===== src/rtl/int_sequencer_pkg.sv =====
// Shared definitions for the INT pseudo-instruction sequencer and the RTI pop logic.
// The push order below is the stack layout that RTI must unwind in reverse.
package int_sequencer_pkg;

  localparam int DATA_W       = 16;
  localparam int PC_W         = 2 * DATA_W;
  localparam int FLAG_W       = 4;
  localparam int DRAIN_CYCLES = 3;
  localparam int VEC_ADDR     = 0;

  typedef enum logic [3:0] {
    S_IDLE,
    S_ARMED,
    S_DRAIN,
    S_PUSH_HI,
    S_PUSH_LO,
    S_PUSH_FL,
    S_VEC_HI,
    S_VEC_LO,
    S_LOAD
  } int_state_e;

  typedef enum logic [1:0] {
    PC_HI = 2'd0,
    PC_LO = 2'd1,
    FLAGS = 2'd2
  } push_slot_e;

  function automatic push_slot_e push_slot(input int_state_e s);
    case (s)
      S_PUSH_LO: return PC_LO;
      S_PUSH_FL: return FLAGS;
      default:   return PC_HI;
    endcase
  endfunction

endpackage


===== src/rtl/int_sequencer_edge_latch.sv =====
// Rising-edge detector for the interrupt request plus a one-deep pending bit.
// Further edges merge into the pending bit; a new edge wins over a same-cycle clear.
module int_edge_latch (
  input  logic clk,
  input  logic rst,
  input  logic int_req_i,
  input  logic clear_i,
  output logic pending_o
);

  logic req_q, req_d;
  logic pending_q, pending_d;

  always_comb begin
    req_d     = int_req_i;
    pending_d = (int_req_i && !req_q) || (pending_q && !clear_i);
  end

  always_ff @(posedge clk) begin
    if (rst) begin
      req_q     <= 1'b0;
      pending_q <= 1'b0;
    end else begin
      req_q     <= req_d;
      pending_q <= pending_d;
    end
  end

  assign pending_o = pending_q;

endmodule


===== src/rtl/int_sequencer.sv =====
// INT sequencer: waits for a safe boundary, drains, pushes PC/flags, fetches the vector, loads PC.
// Optional INT_MASK_EN adds int_mask_i, which blocks entry while high (pending still latches).
module int_sequencer #(
  parameter int DATA_W       = int_sequencer_pkg::DATA_W,
  parameter int PC_W         = 2 * DATA_W,
  parameter int FLAG_W       = int_sequencer_pkg::FLAG_W,
  parameter int DRAIN_CYCLES = int_sequencer_pkg::DRAIN_CYCLES,
  parameter int VEC_ADDR     = int_sequencer_pkg::VEC_ADDR
) (
  input  logic              clk,
  input  logic              rst,
  input  logic              int_req_i,
  input  logic              stall_i,
  input  logic              jmp_pending_i,
  input  logic [PC_W-1:0]   pc_decode_i,
  input  logic [FLAG_W-1:0] flags_i,
  input  logic              rti_i,
  input  logic              mem_ready_i,
  input  logic [DATA_W-1:0] mem_rdata_i,
`ifdef INT_MASK_EN
  input  logic              int_mask_i,
`endif
  output logic              int_o,
  output logic              flush_o,
  output logic              stall_fetch_o,
  output logic              stack_push_o,
  output logic [DATA_W-1:0] stack_wdata_o,
  output logic              vec_rd_o,
  output logic [DATA_W-1:0] vec_addr_o,
  output logic              pc_load_o,
  output logic [PC_W-1:0]   pc_load_val_o,
  output logic              in_service_o
);

  import int_sequencer_pkg::*;

  localparam int CNT_W = (DRAIN_CYCLES > 1) ? $clog2(DRAIN_CYCLES) : 1;

  int_state_e        state_q, state_d;
  logic [CNT_W-1:0]  drain_cnt_q, drain_cnt_d;
  logic [PC_W-1:0]   pc_q, pc_d;
  logic [FLAG_W-1:0] flags_q, flags_d;
  logic [DATA_W-1:0] vec_hi_q, vec_hi_d;
  logic [DATA_W-1:0] vec_lo_q, vec_lo_d;
  logic              in_service_q, in_service_d;
  logic              pending, pending_clr, masked, entry_ok;

  int_edge_latch u_edge_latch (
    .clk       (clk),
    .rst       (rst),
    .int_req_i (int_req_i),
    .clear_i   (pending_clr),
    .pending_o (pending)
  );

`ifdef INT_MASK_EN
  assign masked = int_mask_i;
`else
  assign masked = 1'b0;
`endif

  // An RTI retiring this cycle frees the handler slot in time for a held request.
  assign entry_ok = pending && !masked && (!in_service_q || rti_i);

  always_ff @(posedge clk) begin
    if (rst) begin
      state_q      <= S_IDLE;
      drain_cnt_q  <= '0;
      pc_q         <= '0;
      flags_q      <= '0;
      vec_hi_q     <= '0;
      vec_lo_q     <= '0;
      in_service_q <= 1'b0;
    end else begin
      state_q      <= state_d;
      drain_cnt_q  <= drain_cnt_d;
      pc_q         <= pc_d;
      flags_q      <= flags_d;
      vec_hi_q     <= vec_hi_d;
      vec_lo_q     <= vec_lo_d;
      in_service_q <= in_service_d;
    end
  end

  always_comb begin
    state_d      = state_q;
    drain_cnt_d  = drain_cnt_q;
    pc_d         = pc_q;
    flags_d      = flags_q;
    vec_hi_d     = vec_hi_q;
    vec_lo_d     = vec_lo_q;
    pending_clr  = 1'b0;
    in_service_d = in_service_q;
    if (state_q == S_LOAD)
      in_service_d = 1'b1;
    else if (rti_i)
      in_service_d = 1'b0;
    case (state_q)
      S_IDLE: if (entry_ok) state_d = S_ARMED;
      S_ARMED: begin
        // The resume point is the instruction in decode at the moment the boundary is safe.
        if (!stall_i && !jmp_pending_i) begin
          state_d     = S_DRAIN;
          drain_cnt_d = '0;
          pc_d        = pc_decode_i;
          flags_d     = flags_i;
          pending_clr = 1'b1;
        end
      end
      S_DRAIN: begin
        if (drain_cnt_q == CNT_W'(DRAIN_CYCLES - 1))
          state_d = S_PUSH_HI;
        else
          drain_cnt_d = drain_cnt_q + CNT_W'(1);
      end
      S_PUSH_HI: if (mem_ready_i) state_d = S_PUSH_LO;
      S_PUSH_LO: if (mem_ready_i) state_d = S_PUSH_FL;
      S_PUSH_FL: if (mem_ready_i) state_d = S_VEC_HI;
      S_VEC_HI: begin
        if (mem_ready_i) begin
          vec_hi_d = mem_rdata_i;
          state_d  = S_VEC_LO;
        end
      end
      S_VEC_LO: begin
        if (mem_ready_i) begin
          vec_lo_d = mem_rdata_i;
          state_d  = S_LOAD;
        end
      end
      S_LOAD:  state_d = S_IDLE;
      default: state_d = S_IDLE;
    endcase
  end

  always_comb begin
    int_o         = 1'b0;
    flush_o       = 1'b0;
    stall_fetch_o = 1'b0;
    stack_push_o  = 1'b0;
    stack_wdata_o = '0;
    vec_rd_o      = 1'b0;
    vec_addr_o    = '0;
    pc_load_o     = 1'b0;
    pc_load_val_o = '0;
    case (state_q)
      S_DRAIN: begin
        int_o         = 1'b1;
        stall_fetch_o = 1'b1;
        flush_o       = 1'b1;
      end
      S_PUSH_HI, S_PUSH_LO, S_PUSH_FL: begin
        int_o         = 1'b1;
        stall_fetch_o = 1'b1;
        stack_push_o  = 1'b1;
        case (push_slot(state_q))
          PC_HI:   stack_wdata_o = pc_q[PC_W-1:DATA_W];
          PC_LO:   stack_wdata_o = pc_q[DATA_W-1:0];
          default: stack_wdata_o = DATA_W'(flags_q);
        endcase
      end
      S_VEC_HI, S_VEC_LO: begin
        int_o         = 1'b1;
        stall_fetch_o = 1'b1;
        vec_rd_o      = 1'b1;
        vec_addr_o    = (state_q == S_VEC_HI) ? DATA_W'(VEC_ADDR) : DATA_W'(VEC_ADDR + 1);
      end
      S_LOAD: begin
        int_o         = 1'b1;
        stall_fetch_o = 1'b1;
        pc_load_o     = 1'b1;
        pc_load_val_o = {vec_hi_q, vec_lo_q};
      end
      default: ;
    endcase
  end

  assign in_service_o = in_service_q;

endmodule


===== config.mk =====
export PLATFORM = sky130hd
export DESIGN_NAME = int_sequencer
export DESIGN_NICKNAME = d
export VERILOG_FILES = /design/src/rtl/int_sequencer_pkg.sv /design/src/rtl/int_sequencer_edge_latch.sv /design/src/rtl/int_sequencer.sv
export SDC_FILE = /design/constraint.sdc
export NUM_CORES = 1
export LEC_CHECK = 0
export ABC_AREA = 1
export CAP_MARGIN = 0
export CORE_MARGIN = 2
export CORE_UTILIZATION = 47
export DETAILED_ROUTE_END_ITERATION = 10
export GPL_ROUTABILITY_DRIVEN = 0
export PLACE_DENSITY = 0.89
export SETUP_SLACK_MARGIN = 0.5
export SYNTH_ARGS = -nofsm -noshare
export SYNTH_HDL_FRONTEND = slang
export SYNTH_SLANG_ARGS = --single-unit

===== constraint.sdc =====
create_clock -name clk -period 2 [get_ports clk]
set_input_delay 0.3 -clock clk [delete_from_list [all_inputs] [get_ports clk]]
set_output_delay 0.3 -clock clk [all_outputs]
set_load 0.02 [all_outputs]

Yosys cells after proc, flatten, opt, wreduce, memory -nomap -nowiden

Index checks and enable logic that the tools add are counted.
W data, S select, Z words.

Word-level logic and storage cells: 80
Register bits: 77
Input bits: 59
Output and inout port bits: 71

Reductions and logical operators: 23
$add $sub $neg: 1
Equality and inequality tests: 19
Mux-type cells: 28

Operators with widths:

| operator              | number |
|---|---|
| $mux W32              | 1 |
| $mux W4               | 8 |
| $pmux W16 S2          | 1 |
| $pmux W4 S8           | 1 |
| $ne A2 B2 Y1 const B  | 9 |
| $eq A4 B3 Y1 const B  | 4 |
| $mux W16              | 1 |
| $mux W1               | 11 |
| $eq A4 B2 Y1 const B  | 2 |
| $pmux W2 S2           | 2 |
| $reduce_and A8 Y1     | 1 |
| $reduce_or A7 Y1      | 1 |
| $mux W2               | 3 |
| $reduce_and A2 Y1     | 3 |
| $logic_not A1 Y1      | 5 |
| $eq A4 B1 Y1 const B  | 1 |
| $eq A4 B4 Y1 const B  | 1 |
| $logic_and A1 B1 Y1   | 4 |
| $logic_not A4 Y1      | 1 |
| $reduce_bool A2 Y1    | 2 |
| $reduce_and A3 Y1     | 1 |
| $reduce_or A3 Y1      | 1 |
| $add A2 B1 Y2 const B | 1 |
| $eq A2 B1 Y1 const B  | 1 |
| other kinds (4)       | 5 |

Longest topological paths before layout

Word-level depth: 7
Depth in mapped cells: 10
Gate-level depth less buffers: 10

Modules after synthesis

From an unflattened synthesis, not the netlist that was laid out.

Cells, all modules: 466
Area, all modules: 3515.9 um^2

By module, submodules not included:

| module         | instances | sequential area each (um^2) | cells an instance | area each (um^2) |
|---|---|---|---|---|
| int_sequencer  | 1         | 1501.4                      | 456               | 3438.3 |
| int_edge_latch | 1         | 40.0                        | 10                | 77.6 |

Worst setup path after synthesis

Ideal clock, no wire load.

Path kind: register to output
Start: reg state_q[3]
End: out stack_wdata_o[0]
Path slack: 0.056 ns
Arrival: 1.644 ns
Path buffers: 0
Cell stages (with the launch flop): 6
Required time: 1.700 ns
Cell sequence: dfxtp_1 nor2_2 nand2_1 nand2_1 inv_1 a211oi_1

Word-level cells in the longest chain between the ends: 6
Elaborated cells between the ends (all ways): 10
Those cells by class: eq/ne: 4; mux: 4; reduce/logical: 2

RTL lines:

| element                                                 | line                                          | text |
|---|---|---|
| start, declared                                         | int_sequencer.sv:39                           | `int_state_e state_q, state_d;` |
| start signal, assigned                                  | int_sequencer.sv:75                           | `state_q <= state_d;` |
| $eq A4 B3 Y1                                            | int_sequencer_pkg.sv:30, int_sequencer.sv:146 |  |
| $pmux W2 S2                                             | int_sequencer_pkg.sv:30                       | `case (s)` |
| $mux W2                                                 | int_sequencer.sv:146                          | `case (state_q)` |
| $eq A2 B1 Y1 / $logic_not A2 Y1 (equally long branches) | int_sequencer.sv:156                          | `case (push_slot(state_q))` |
| $pmux W16 S2                                            | int_sequencer.sv:156                          |  |
| $mux W16 (*)                                            | int_sequencer.sv:146                          |  |
| end, declared                                           | int_sequencer.sv:27                           | `output logic [DATA_W-1:0] stack_wdata_o,` |

Mark *: on every way between the ends. The rest lies on a longest branch, timed or not. The select of a mux whose other input is x is not followed.

Worst setup path after layout

Start: reg state_q[2]
End: out stack_wdata_o[1]

The elaborated chain is that of the path after synthesis.

==> run_results.csv <==
group,metric,value,unit
pwr,power_density,912,nW/µm²
routing,drt-initial-drc-count,183,
routing,postRouteAntennaNets,0,
timing,relSlewSlack,0.480,
pwr,total_power,5.49,mW
yosys,synthCells,459,
clock_network,cts_tree,"done",
yosys,ys_ff_latch,77,
cells_and_area,insertedDiodeCount,0,
yosys,yosysWarningCount,0,
routing,dr.pass1.iters,4,
timing,clock.fmax,469,MHz
setup_path,crit_type,"flip-flop to output pin",
setup_path,required,1.70,ns
min_path,min-delay-path-class,"flip-flop to flip-flop",
clock_network,h-tree-depth,3,
global_route,antenna_found_initial,0,
timing,worst_slack,-0.131,ns
setup_path,arrival,1.83,ns
clock_network,worstSkewPairLatency,0.36,ns
routing,totalWireLength,13900,µm
placed_design,pre_cts_slack,-0.111,ns
cells_and_area,area_growth,78.6,%
setup_path,startpoint_type,"flip-flop",
timing,rsz0062_at_grt,"yes",
timing,hold_viol_final,0,
timing,skew,0.0232,ns
floorplan,core-area,6870,µm²
routing,wl_per_cell,19.8,µm
yosys,async_reset_ff_frac,0,
routing,vias,3866,
timing,worst_pin_slew,0.778,ns
pwr,leakage,2.19,nW
floorplan,die_h,88.7,µm
floorplan,start_util,0.491,
clock_network,hold_buffers,0,
yosys,netlist_area,3370,µm²
yosys,avgSynthCellArea,7.35,µm²
yosys,synth_edf_count,0,
pwr,ir_worst_vdd,834,µV
yosys,synth_top_area_cell,"dfxtp_1",
timing,finalSetupViolations,13,
global_route,grt_max_degree,73,
clock_network,clkTransAtPathRegs,0.10,ns
routing,drc,0,
global_route,grt-ovfl-total,0,
placed_design,port_buffers,114,
global_route,track_usage,0.239,
outcome,outcome,"complete, but fails checks",
timing,min_period,2.13,ns
cells_and_area,drive_gt1_frac,0.387,
floorplan,ios,130,
clock_network,root_buffer,"clkbuf_8",
yosys,synth_ff_type,"dfxtp_1",
timing,fin_crit_sh,1.07,
yosys,seq_area_frac_synth,0.457,
floorplan,die-area,7870,µm²
clock_network,clkSinkCount,77,
setup_path,crit_path_end_kind,"output pin",
routing,via_per_inst,5.50,
placed_design,dp.final_hpwl,6590,µm
clock_network,cts_buffers,9,
clock_network,clock_path_buffers,2,
setup_path,path_max_fanout,4,
yosys,netlist.area_leader.share,0.457,
global_route,grt_pass1_wl,14600,µm
timing,tns,-0.360,ns
timing,hold-worst-slack,0.468,ns
floorplan,rows,30,
yosys,synth_cell_types,27,
yosys,synth_area_leaders,"dfxtp_1 (46%), a21oi_1 (11%), o21ai_0 (10%)",
outcome,violations,"setup timing",
floorplan,die_w,88.7,µm
yosys,ys_top_cells_by_count,"inv_1 (83), dfxtp_1 (77), a21oi_1 (73)",
timing,maxSlewViolCount,0,
yosys,yosysMostFrequentCell,"inv_1",
global_route,grt_pass1_vias,3196,
cells_and_area,layout.nets,662,
job,maxCapViolations,0,
[where the power goes]
part / internal, mW / switching, mW / total, mW
registers: 1.71 / 0.113 / 1.82
clock network: 0.519 / 0.615 / 1.13
logic: 1.04 / 1.50 / 2.54
total: 3.26 / 2.23 / 5.49
[cells by family (layout without fill, tap and decap cells)]
| kind of cell | after synthesis | in the layout | synth area share |
|---|---|---|---|
| flip-flops | 77 | 77 | 0.457 |
| buffers and inverters | 127 | 258 | 0.168 |
| AND/OR/NAND/NOR | 89 | 92 | 0.117 |
| other | 1 | 15 | 0.00111 |
| adder cells (fa/ha/maj) | 1 | 1 | 0.00371 |
| AO/OA/AOI/OAI | 164 | 164 | 0.254 |
[through the flow]
step                 util  cells  cell area (µm²)
finish              0.877    703             6020
detailed placement  0.741    665             5090
floorplan               -    473             3890
global placement    0.741    665             5090
global route        0.877    703             6020
CTS                 0.773    686             5310
[registers in the layout (all words and copies together), names as in the netlist]
register / flops
pc_q: 32
vec_hi_q: 16
vec_lo_q: 16
flags_q: 4
state_q: 4
drain_cnt_q: 2
in_service_o: 1
u_edge_latch.pending_o: 1
u_edge_latch.req_q: 1
[worst paths after layout]
kind,start,to,slack [ns],depth (start not counted)
hold / removal,pc_q[1],pc_q[1],0.47,2
hold reg to reg,pc_q[1],pc_q[1],0.47,2
setup / recovery,state_q[2],stack_wdata_o[1],-0.13,6
setup reg to reg,state_q[2],state_q[0],0.27,11
[worst max-delay path: stages, from the launching register on]
cell	delay, ns
dfxtp_4	0.39
inv_4	0.05
nor2_4	0.19
nand2_1	0.23
o22ai_1	0.36
a211oi_4	0.09
buf_6	0.15
[timing repair]
item	CTS	global route
cloned	0	15
buffers inserted	5	2
pin swaps	5	19
hold endpoints to repair	0	0
resized for setup	310	140
endpoints found under the setup margin	110	124
[placed cells by master (no fill, tap or decap), types with 3 or more instances in the layout]
master,count
a211oi_4,4
a21oi_1,57
a21oi_2,15
buf_12,8
buf_2,4
buf_4,44
buf_6,33
clkbuf_16,8
clkbuf_8,11
clkdlybuf4s50_1,57
clkinvlp_4,3
conb_1,15
dfxtp_1,73
dfxtp_4,4
inv_1,77
inv_2,5
nand2_1,14
nand2_4,4
nand2_8,3
nand3_1,6
nand3_4,3
nor2_1,14
nor2_2,4
nor2_4,36
o21ai_0,19
o21ai_1,32
o21ai_2,11
o21ai_4,7
o22ai_2,3
o22ai_4,12
[metal layers]
layer	up-vias	part of all wire	wire length, µm	track usage
li1	1742	-	-	-
met1	1830	0.36	5000	0.262
met2	230	0.52	7250	0.445
met3	64	0.073	1020	0.0625
met4	0	0.049	678	0.0813
met5	-	0	0	0
[layout make-up]
cell class	instances	area, µm²
clock buffers	11	151
clock inverters	5	33.8
fillers	329	848
inverters	85	328
multi-input cells	272	2140
flip-flops and latches	77	1560
well taps	96	120
repair buffers	157	1690
(Power assumes the default switching activity.)
